File: src/rtl/isqrt_seq.sv
// isqrt_seq: iterative y = floor(sqrt(x)) engine, 32-bit operand to 16-bit root, with a
// DEPTH-entry request queue. Define ISQRT_SEQ_RADIX4_EN for two root bits per cycle.
module isqrt_seq #(
   parameter int unsigned DEPTH = 2
) (
   input  logic        clk,
   input  logic        rst_n,
   input  logic        x_vld,
   input  logic [31:0] x,
   output logic        y_vld,
   output logic [15:0] y,
   output logic        busy,
   output logic        ovf
);
`ifdef ISQRT_SEQ_RADIX4_EN
   localparam int unsigned N = 8;
`else
   localparam int unsigned N = 16;
`endif
   localparam int unsigned PW    = (DEPTH > 1) ? $clog2(DEPTH) : 1;
   localparam int unsigned SLOTS = 1 << PW;

   typedef enum logic {IDLE, CALC} state_t;
   state_t state, state_nx;

   logic [3:0]    cnt;
   logic [31:0]   op, op_nx;
   logic [17:0]   rem, rem_nx;
   logic [15:0]   root, root_nx;
   logic [31:0]   fifo_mem [SLOTS];
   logic [PW-1:0] rd_ptr, wr_ptr;
   logic [3:0]    count, count_nx;
   logic          done, load_x, pop, push, drop, busy_nx;
   logic [31:0]   load_val;

   // Returns {rem, root} after consuming two operand bits.
   function automatic logic [33:0] sqrt_step(input logic [17:0] r_in,
                                             input logic [15:0] q_in,
                                             input logic [1:0]  bits);
      logic [17:0] r_sh;
      logic [17:0] t;
      logic [17:0] diff;
      r_sh = {r_in[15:0], bits};
      t    = {q_in, 2'b01};
      diff = r_sh - t;
      if (r_sh >= t) return {diff, q_in[14:0], 1'b1};
      return {r_sh, q_in[14:0], 1'b0};
   endfunction

   function automatic logic [PW-1:0] adv(input logic [PW-1:0] p);
      return (p == PW'(DEPTH - 1)) ? '0 : p + 1'b1;
   endfunction

`ifdef ISQRT_SEQ_RADIX4_EN
   logic [33:0] step_a, step_b;
   always_comb begin
      step_a  = sqrt_step(rem, root, op[31:30]);
      step_b  = sqrt_step(step_a[33:16], step_a[15:0], op[29:28]);
      op_nx   = {op[27:0], 4'b0000};
      rem_nx  = step_b[33:16];
      root_nx = step_b[15:0];
   end
`else
   logic [33:0] step_a;
   always_comb begin
      step_a  = sqrt_step(rem, root, op[31:30]);
      op_nx   = {op[29:0], 2'b00};
      rem_nx  = step_a[33:16];
      root_nx = step_a[15:0];
   end
`endif

   always_comb begin
      done     = (state == CALC) && (cnt == '0);
      pop      = done && (count != '0);
      load_x   = x_vld && (count == '0) && ((state == IDLE) || done);
      // A pop on the same edge frees a slot, so a full queue can still accept.
      push     = x_vld && !load_x && ((count != 4'(DEPTH)) || pop);
      drop     = x_vld && !load_x && (count == 4'(DEPTH)) && !pop;
      load_val = pop ? fifo_mem[rd_ptr] : x;
      count_nx = count + {3'b000, push} - {3'b000, pop};
      state_nx = state;
      if (pop || load_x)
         state_nx = CALC;
      else if (done)
         state_nx = IDLE;
      busy_nx  = (state_nx == CALC) || (count_nx != '0);
   end

   always_ff @(posedge clk or negedge rst_n) begin
      if (!rst_n)
         state <= IDLE;
      else
         state <= state_nx;
   end

   always_ff @(posedge clk or negedge rst_n) begin
      if (!rst_n) begin
         cnt    <= '0;
         op     <= '0;
         rem    <= '0;
         root   <= '0;
         y      <= '0;
         y_vld  <= 1'b0;
         busy   <= 1'b0;
         ovf    <= 1'b0;
         rd_ptr <= '0;
         wr_ptr <= '0;
         count  <= '0;
      end else begin
         y_vld <= done;
         if (done)
            y <= root_nx;
         if (pop || load_x) begin
            op   <= load_val;
            rem  <= '0;
            root <= '0;
            cnt  <= 4'(N - 1);
         end else if (state == CALC && !done) begin
            op   <= op_nx;
            rem  <= rem_nx;
            root <= root_nx;
            cnt  <= cnt - 4'd1;
         end
         if (push)
            wr_ptr <= adv(wr_ptr);
         if (pop)
            rd_ptr <= adv(rd_ptr);
         count <= count_nx;
         busy  <= busy_nx;
         if (drop)
            ovf <= 1'b1;
      end
   end

   always_ff @(posedge clk) begin
      if (push)
         fifo_mem[wr_ptr] <= x;
   end
endmodule
File: config.mk
export PLATFORM = sky130hd
export DESIGN_NAME = isqrt_seq
export DESIGN_NICKNAME = d
export VERILOG_FILES = /design/src/rtl/isqrt_seq.sv
export SDC_FILE = /design/constraint.sdc
export NUM_CORES = 1
export LEC_CHECK = 0
export ABC_AREA = 1
export ABC_CLOCK_PERIOD_IN_PS = 3750
export CAP_MARGIN = 20
export CORE_AREA = 2 2 117 119
export CTS_CLUSTER_DIAMETER = 40
export DETAILED_ROUTE_END_ITERATION = 6
export DIE_AREA = 0 0 119 121
export MAX_ROUTING_LAYER = met4
export PLACE_DENSITY = 0.79
export SYNTH_ARGS = -nofsm -noshare
export SYNTH_HDL_FRONTEND = slang
export SYNTH_SLANG_ARGS = --single-unit
File: constraint.sdc
create_clock -name clk -period 3.75 [get_ports clk]
set_input_delay 0.375 -clock clk [delete_from_list [all_inputs] [get_ports clk]]
set_output_delay 0.375 -clock clk [all_outputs]
set_load 0.01 [all_outputs]
==> metrics.yaml, run 1 <==
worst-r2r-cell-count: 11
powerDensity_mw_per_mm2: 966
yosysWarnings: 0
yosys-top-cells-count: "nand2_1 (268), dfrtp_1 (94), inv_1 (88), nand3_1 (73), edfxtp_1 (64)"
vias_per_cell: 5.52
diodes: 0
antenna_found_initial: 0
hp-class: "primary input to asynchronous set/reset pin"
cts_setup_buffers: 0
ctsResizeCount: 0
rsz0062_at_grt: "no"
r2r-end: "op[16]"
grtUsageTotal_pct: 24.8
crit_type: "flop to flop"
end_kind: "flop"
first_iter_violations: 460
cp_slowest_stage_delay_ns: 0.36
synth-edff-count: 64
relSlewSlack_pct: 31.8
cp.required_ns: 4.03
clock_skew_ns: 0.00432
yosysTopAreaCellShare_pct: 30.8
clock_latency_ns: 0.42
via_count: 5854
place.gp.congestion: 0.927
nNetsFinal: 932
r2r-start: "cnt[0]"
grt_max_degree: 77
grt-ovfl-total: 0
p_leak_nw: 3.91
tns_ns: 0
drc: 0
postLayoutCoreUtil_pct: 67.8
drv_slew: 0
r2r_slack_ns: 0.86
ys_async_sr_fraction_pct: 59.5
area_growth_pct: 16.4
synth_nets: 886
synth_seq_area_share_pct: 56.0
die_area_sq_mm: 0.0144
cts_num_sinks: 158
drt_wl_total_microns: 16200
postSynthCellCount: 826
grt_pass1_vias: 5910
grt_pass1_wl_microns: 27700
port_buffers: 53
drt-pass1-iter-count: 7
wire_per_inst_microns: 15.2
cts_buffers: 17
synthFlopType: "dfrtp_1"
critPathSlowestCell: "nand2_4"
worstPathCellList: "inv_1, ha_1, nand3_4, nor2_4, inv_2, nand2_4, inv_2, nand2_4, inv_4, nand2_1, o211ai_1"
syn-cell-area_sq_mm: 0.00763
die_y_microns: 121
syn_avg_cell_area_sq_um: 9.23
fmax_mhz: 346
fp.coreArea_sq_mm: 0.0131
status: "completed"
row_count: 42
critPathLaunchType: "flop"
worst_pin_slew_ns: 1.02
path_clk_slew_ns: 0.06
die_x_microns: 119
yosys-top-cells-area: "dfrtp_1 (31%), edfxtp_1 (25%), nand2_1 (13%), o211ai_1 (5.9%), nand3_1 (4.8%)"
detailed_place_hpwl_microns: 10700
ant_nets: 0
hold_viol_final: 0
ys_seq_elements: 158
finalSetupViolCount: 0
ir_worst_vdd_mv: 0.576
cts_tree: "built"
arrival_ns: 3.17
cap_viol_max_count: 0
clock_path_buffers: 2
yosysMostFrequentCell: "nand2_1"
crit_fanout: 36
yosysUniqueCellTypes: 40
cts-root-buf: "clkbuf_16"
ios: 54
min_period_ns: 2.89
finalCritPeriodShare_pct: 77.0
drive_gt1_share_pct: 6.67
hold_buffers: 0
start_util_pct: 58.3
synth_top_area_cell: "dfrtp_1"
htree_levels: 4
## through the flow
stage	worst slack, ns	hold WS (ns)	std cells	instance area (sq um)	total power, mW
global placement	1.07	0.461	1029	8280	6.65
detailed placement	0.926	0.458	1029	8280	6.82
global route	0.613	0.208	1061	8870	9.29
CTS	0.874	0.150	1061	8870	8.59
floorplan	0.639	0.0794	826	7630	5.80
finish	0.863	0.124	1061	8870	8.57
## cell families after synthesis
group	Yosys count	synth area share (%)
and+or+nand+nor	388	21.6
DFF	158	56.0
buffers and inverters	127	6.74
AOI/OAI and AO/OA	118	10.3
adders and majority gates	25	4.20
xor gates and xnor gates	10	1.15
## flip-flops by register name, indices dropped and copies added (netlist names), 4 cells and up
name	flops
rem	16
y	16
op	32
fifo_mem	64
cnt	4
count	4
root	16
## routing by layer
metal  track usage, %  share of wire (%)
met1             28.6                 42
met2             43.7                 52
met3             4.18                3.8
met4             9.45                2.0
met5                -                  0
## cell type report
class	count	area, sq um
repair buffers	61	588
inverters	93	352
fillers	999	4210
well taps	176	220
clock inverters	15	171
clock buffers	17	425
multi-input cells	541	2840
flip-flops and latches	158	4270
## worst max-delay path by stage
stage	start	to	depth (start not counted)
2_1_floorplan	cnt[0]	fifo_mem[0][0]	7
3_3_place_gp	cnt[0]	busy	12
3_5_place_dp	cnt[0]	op[4]	11
4_1_cts	cnt[0]	op[16]	11
5_1_grt	cnt[0]	op[16]	11
6_report	cnt[0]	op[16]	11
## power by group
part	total [mW]	switching, mW	internal (mW)
sequential	2.73	0.280	2.45
clock	1.71	0.669	1.04
combinational	4.13	2.69	1.44
total	8.57	3.64	4.93
## worst max-delay path: cells and delay by family (launching register included)
| kind | cells | cell delay [ns] |
|---|---|---|
| compound gates | 1 | 0.10 |
| flops | 1 | 0.35 |
| simple gates | 5 | 1.37 |
| fa+ha+maj | 1 | 0.30 |
| buf+inv | 4 | 0.62 |
## cells in the final DEF (no fill, tap or decap), types with 5 or more instances in the layout
master,n
clkdlybuf4s50_1,52
xor2_1,8
nand3_1,73
nand2_1,268
ha_1,24
o211ai_1,60
clkbuf_16,17
o22ai_1,15
a21oi_1,15
inv_1,88
dfrtp_1,94
edfxtp_1,64
clkinv_4,5
o21ai_0,22
buf_4,9
nor2_1,21
Note: power is estimated with default switching activity, not from simulation.
==> inputs of run 2 (changes only) <==
- ABC_CLOCK_PERIOD_IN_PS: 3750 -> 2300
- CORE_AREA: 2 2 117 119 -> 2 2 123 125
- DIE_AREA: 0 0 119 121 -> 0 0 125 127
- PLACE_DENSITY: 0.79 -> 0.75
- clock period: 3.75 -> 2.3 ns (I/O delays scaled with it)
==> run 2 against run 1 <==
  * Sequential share of layout area fell by 0.95 points
  * Die area rose by 10%
  * Global-route usage fell by 2.7 points
==> metrics.yaml, run 2 (synthesis results as in run 1) <==
end_kind: "flop"
cts_tree: "built"
reg.largest.list: "fifo_mem (64), op (32)"
ant_nets: 0
postLayoutCoreUtil_pct: 62.8
r2r-start: "count[3]"
start_util_pct: 52.9
cts-root-buf: "clkbuf_16"
path_clk_slew_ns: 0.06
cts_buffers: 17
cp_slowest_stage_delay_ns: 0.46
clock_latency_ns: 0.43
powerDensity_mw_per_mm2: 1550
relSlewSlack_pct: 60.3
r2r-end: "busy"
vias_per_cell: 5.33
largest_reg_flops: 64
first_iter_violations: 417
p_leak_nw: 3.96
cpMostUsedCell: "inv_2"
crit_type: "flop to flop"
cap_viol_max_count: 0
crit_fanout: 3
htree_levels: 4
fp.coreArea_sq_mm: 0.0144
worst-r2r-cell-count: 12
drt-pass1-iter-count: 5
area_growth_pct: 18.7
finalCritPeriodShare_pct: 97.9
drt_wl_total_microns: 16200
grtUsageTotal_pct: 22.1
layout_commonest_cell: "nand2_1"
power_mw: 14.0
ir_worst_vdd_mv: 0.755
grt_pass1_wl_microns: 27200
worst_pin_slew_ns: 0.595
nNetsFinal: 945
min_period_ns: 2.25
finalSetupViolCount: 0
die_y_microns: 127
drc: 0
regMostFlops: "fifo_mem"
die_x_microns: 125
die_area_sq_mm: 0.0159
critPathSlowestCell: "fa_2"
via_count: 5768
fmax_mhz: 444
rsz0062_at_grt: "yes"
clock_skew_ns: 0.0122
port_buffers: 53
tns_ns: 0
grt_pass1_vias: 5609
grt_max_degree: 60
wire_per_inst_microns: 14.9
status: "completed"
cts_num_sinks: 158
row_count: 44
diodes: 0
clock_path_buffers: 2
cp.required_ns: 2.60
drive_gt1_share_pct: 9.13
hp-class: "primary input to asynchronous set/reset pin"
hold_viol_final: 0
place.gp.congestion: 0.946
detailed_place_hpwl_microns: 10600
drv_slew: 0
fillCellCount: 1197
worstPathCellList: "inv_2, ha_4, inv_2, nor3_4, nor2_4, inv_2, nand3_2, nand2_2, ha_4, fa_2, nor4_2, nand2_1"
final_cell_mix: "nand2_1 (266), dfrtp_1 (94), inv_1 (84)"
arrival_ns: 2.56
grt-ovfl-total: 0
r2r_slack_ns: 0.05
critPathLaunchType: "flop"
ios: 54
antenna_found_initial: 0
## run 2: how the worst max path moves through the flow
stage              from        endpoint  cells past startpoint
6_report       count[3]            busy                     12
5_1_grt        count[3]            busy                     12
4_1_cts        count[2]            busy                     12
3_5_place_dp   count[2]            busy                     12
3_3_place_gp   count[2]            busy                     12
2_1_floorplan    cnt[1]  fifo_mem[0][0]                      7
## run 2: per-stage QoR
stage                     area [sq um]  setup WS [ns]  hold slack, ns  cells
after floorplan                   7660         -0.216         -0.0656    826
after global placement            8430         0.0506           0.252   1046
after detailed placement          8430        -0.0201           0.257   1046
after CTS                         8980         0.0204           0.353   1079
after global routing              9050        -0.0740           0.382   1082
final                             9050         0.0491           0.328   1082
## run 2: repair_timing
item / 4_1_cts / 5_1_grt
endpoints found under the setup margin: 1 / 36
hold endpoints to repair: 40 / 0
buffers inserted: 0 / 3
hold buffers: 1 / 0
pin swaps: 1 / 5
gates resized for setup: 0 / 13
gates cloned: 0 / 0
## run 2: area by class of cell
cell class                      instances  area, sq um  area share [%]
Sequential cell                       158         4270            47.2
Multi-Input combinational cell        541         2910            32.2
Timing Repair Buffer                   74          742            8.20
Clock buffer                           22          444            4.91
Inverter                               93          354            3.91
Tap cell                              184          230            2.54
Clock inverter                         10         93.8            1.04
## run 2: power by group
group,switching [mW],internal [mW],leakage (nW)
Clock,1.06,1.48,0.254
Combinational,4.49,2.58,1.91
Sequential,0.455,3.99,1.80
Total,6.00,8.05,3.96
## run 2: routing by layer
layer  track usage (%)  up-vias  share of wire, %
li1                  -     2879                 -
met1              26.8     2725                43
met2              37.8      138                51
met3              4.15       26               4.1
met4              6.93        0               1.6
met5                 -        -                 0
## run 2: critical path, delay by kind of cell (launching register included)
| family | cells | cell delay (ns) |
|---|---|---|
| and+or+nand+nor | 6 | 0.84 |
| adders and majority gates | 3 | 0.72 |
| DFF | 1 | 0.40 |
| buffers and inverters | 3 | 0.18 |
==> inputs of run 3 (changes only) <==
==> constraint.sdc (replaced) <==
create_clock -name clk -period 2.3 [get_ports clk]
set_input_delay 0.69 -clock clk [delete_from_list [all_inputs] [get_ports clk]]
set_output_delay 0.69 -clock clk [all_outputs]
set_load 0.01 [all_outputs]
==> run 3 against run 2 <==
  * First-iteration DRC count down 11%
  * Register-to-register slack worse by 0.04 ns
  * Non-clock buffer count increased by 6
  * Sequential share of layout area down 0.46 points
  * Critical path depth stayed put
  * Die area is the same
==> metrics.yaml, run 3 (synthesis results as in run 1) <==
status: "completed"
cap_viol_max_count: 0
htree_levels: 4
clock_path_buffers: 2
r2r_slack_ns: 0.01
sequential_cell_area_sq_mm: 0.00427
via_count: 5809
ios: 54
fp.coreArea_sq_mm: 0.0144
grtUsageTotal_pct: 22.3
port_buffers: 53
hold_buffers: 0
drc: 0
first_iter_violations: 372
min_period_ns: 2.29
arrival_ns: 2.59
regMostFlops: "fifo_mem"
crit_type: "flop to flop"
powerDensity_mw_per_mm2: 1570
grt_pass1_wl_microns: 27700
finalCritPeriodShare_pct: 99.6
cts_tree: "built"
drt_wl_total_microns: 16400
holdWs_ns: 0.240
worstPathCellList: "inv_2, ha_4, inv_4, nor3_4, nor2_4, inv_2, nand3_2, nand2_1, ha_2, fa_2, nor4_4, nand2_1"
grt_pass1_vias: 5832
vias_per_cell: 5.34
drt-pass1-iter-count: 7
worst-r2r-cell-count: 12
relSlewSlack_pct: 59.2
largest_reg_flops: 64
clock_skew_ns: 0.00750
cts_num_sinks: 158
cp_slowest_stage_delay_ns: 0.47
wire_per_inst_microns: 15.1
die_area_sq_mm: 0.0159
cts_buffers: 17
grt_max_degree: 60
die_y_microns: 127
clock_latency_ns: 0.42
final_area_sq_mm: 0.00914
reg.largest.list: "fifo_mem (64), op (32)"
cp.required_ns: 2.60
r2r-start: "count[2]"
fillCellCount: 1172
finalSetupViolCount: 0
r2r-end: "busy"
worst_pin_slew_ns: 0.611
die_x_microns: 125
place_area_sq_mm: 0.00851
end_kind: "flop"
path_clk_slew_ns: 0.06
rsz0062_at_grt: "yes"
layout_commonest_cell: "nand2_1"
p_leak_nw: 4.02
detailed_place_hpwl_microns: 10700
diodes: 0
ant_nets: 0
critPathLaunchType: "flop"
drive_gt1_share_pct: 10.2
hp-class: "primary input to asynchronous set/reset pin"
crit_fanout: 3
row_count: 44
critPathSlowestCell: "fa_2"
hold_viol_final: 0
drv_slew: 0
ir_worst_vdd_mv: 0.734
final_cell_mix: "nand2_1 (267), dfrtp_1 (94), inv_1 (84)"
nNetsFinal: 951
antenna_found_initial: 0
area_growth_pct: 19.9
place.gp.congestion: 0.919
multiInputGateArea_sq_mm: 0.00292
fmax_mhz: 437
grt-ovfl-total: 0
cts-root-buf: "clkbuf_16"
start_util_pct: 52.9
-- run 3: cell types whose count changed in the layout (fill, tap and decap cells not counted), sizes merged --
cell,previous run,this run
clkbuf,22,19
inv,93,95
bufinv,1,2
dlygate4sd3,1,0
buf,21,28
-- run 3: where the power goes --
| part | switching [mW] | internal, mW | total [mW] | leakage [nW] |
|---|---|---|---|---|
| combinational | 4.54 | 2.66 | 7.20 | 1.94 |
| clock | 1.11 | 1.60 | 2.71 | 0.274 |
| sequential | 0.453 | 3.99 | 4.44 | 1.80 |
-- run 3: layout make-up --
class	instances	share of cell area (%)
sequential	158	46.8
multi-input combinational	541	31.9
timing repair buffer	80	8.68
clock buffer	19	4.74
inverter	93	3.87
tap	184	2.52
clock inverter	13	1.55
-- run 3: layer usage --
metal / GRT usage, % / vias up / wire length [microns]
met5: - / - / 0
met4: 8.30 / 0 / 344
met3: 3.81 / 27 / 614
met2: 38.4 / 137 / 8220
met1: 26.5 / 2747 / 7200
li1: - / 2898 / -
-- run 3: metrics by stage --
| step | util (%) | TNS [ns] | cells | power (mW) | setup slack (ns) |
|---|---|---|---|---|---|
| CTS | 63.0 | 0 | 1087 | 14.2 | 0.0203 |
| finish | 63.4 | 0 | 1088 | 14.3 | 0.0103 |
| global route | 63.4 | -0.125 | 1088 | 15.5 | -0.121 |
| detailed placement | 59.0 | -6.10 | 1055 | 11.4 | -0.394 |
| global placement | 59.0 | -2.88 | 1055 | 11.2 | -0.343 |
| floorplan | - | -13.84 | 826 | 9.50 | -0.216 |
-- run 3: what timing repair did --
action | in CTS | in global routing
setup buffers | 0 | 1
endpoints found under the setup margin | 1 | 9
pin swaps | 1 | 7
resized for setup | 0 | 12
-- run 3: worst max-delay path by stage --
| stage | from | to | slack [ns] | depth (start not counted) |
|---|---|---|---|---|
| global route | count[2] | busy | -0.12 | 12 |
| finish | count[2] | busy | 0.01 | 12 |
| CTS | count[2] | busy | 0.02 | 12 |
| global placement | x_vld | busy | -0.34 | 9 |
| detailed placement | x_vld | busy | -0.39 | 9 |
| floorplan | cnt[1] | fifo_mem[0][0] | -0.22 | 7 |
-- run 3: critical path: cells and delay by family (launching register included) --
kind / cells / cell delay, ns
adder cells (fa/ha/maj): 3 / 0.79
AND/OR/NAND/NOR: 6 / 0.80
buffers and inverters: 3 / 0.19
flip-flops: 1 / 0.38
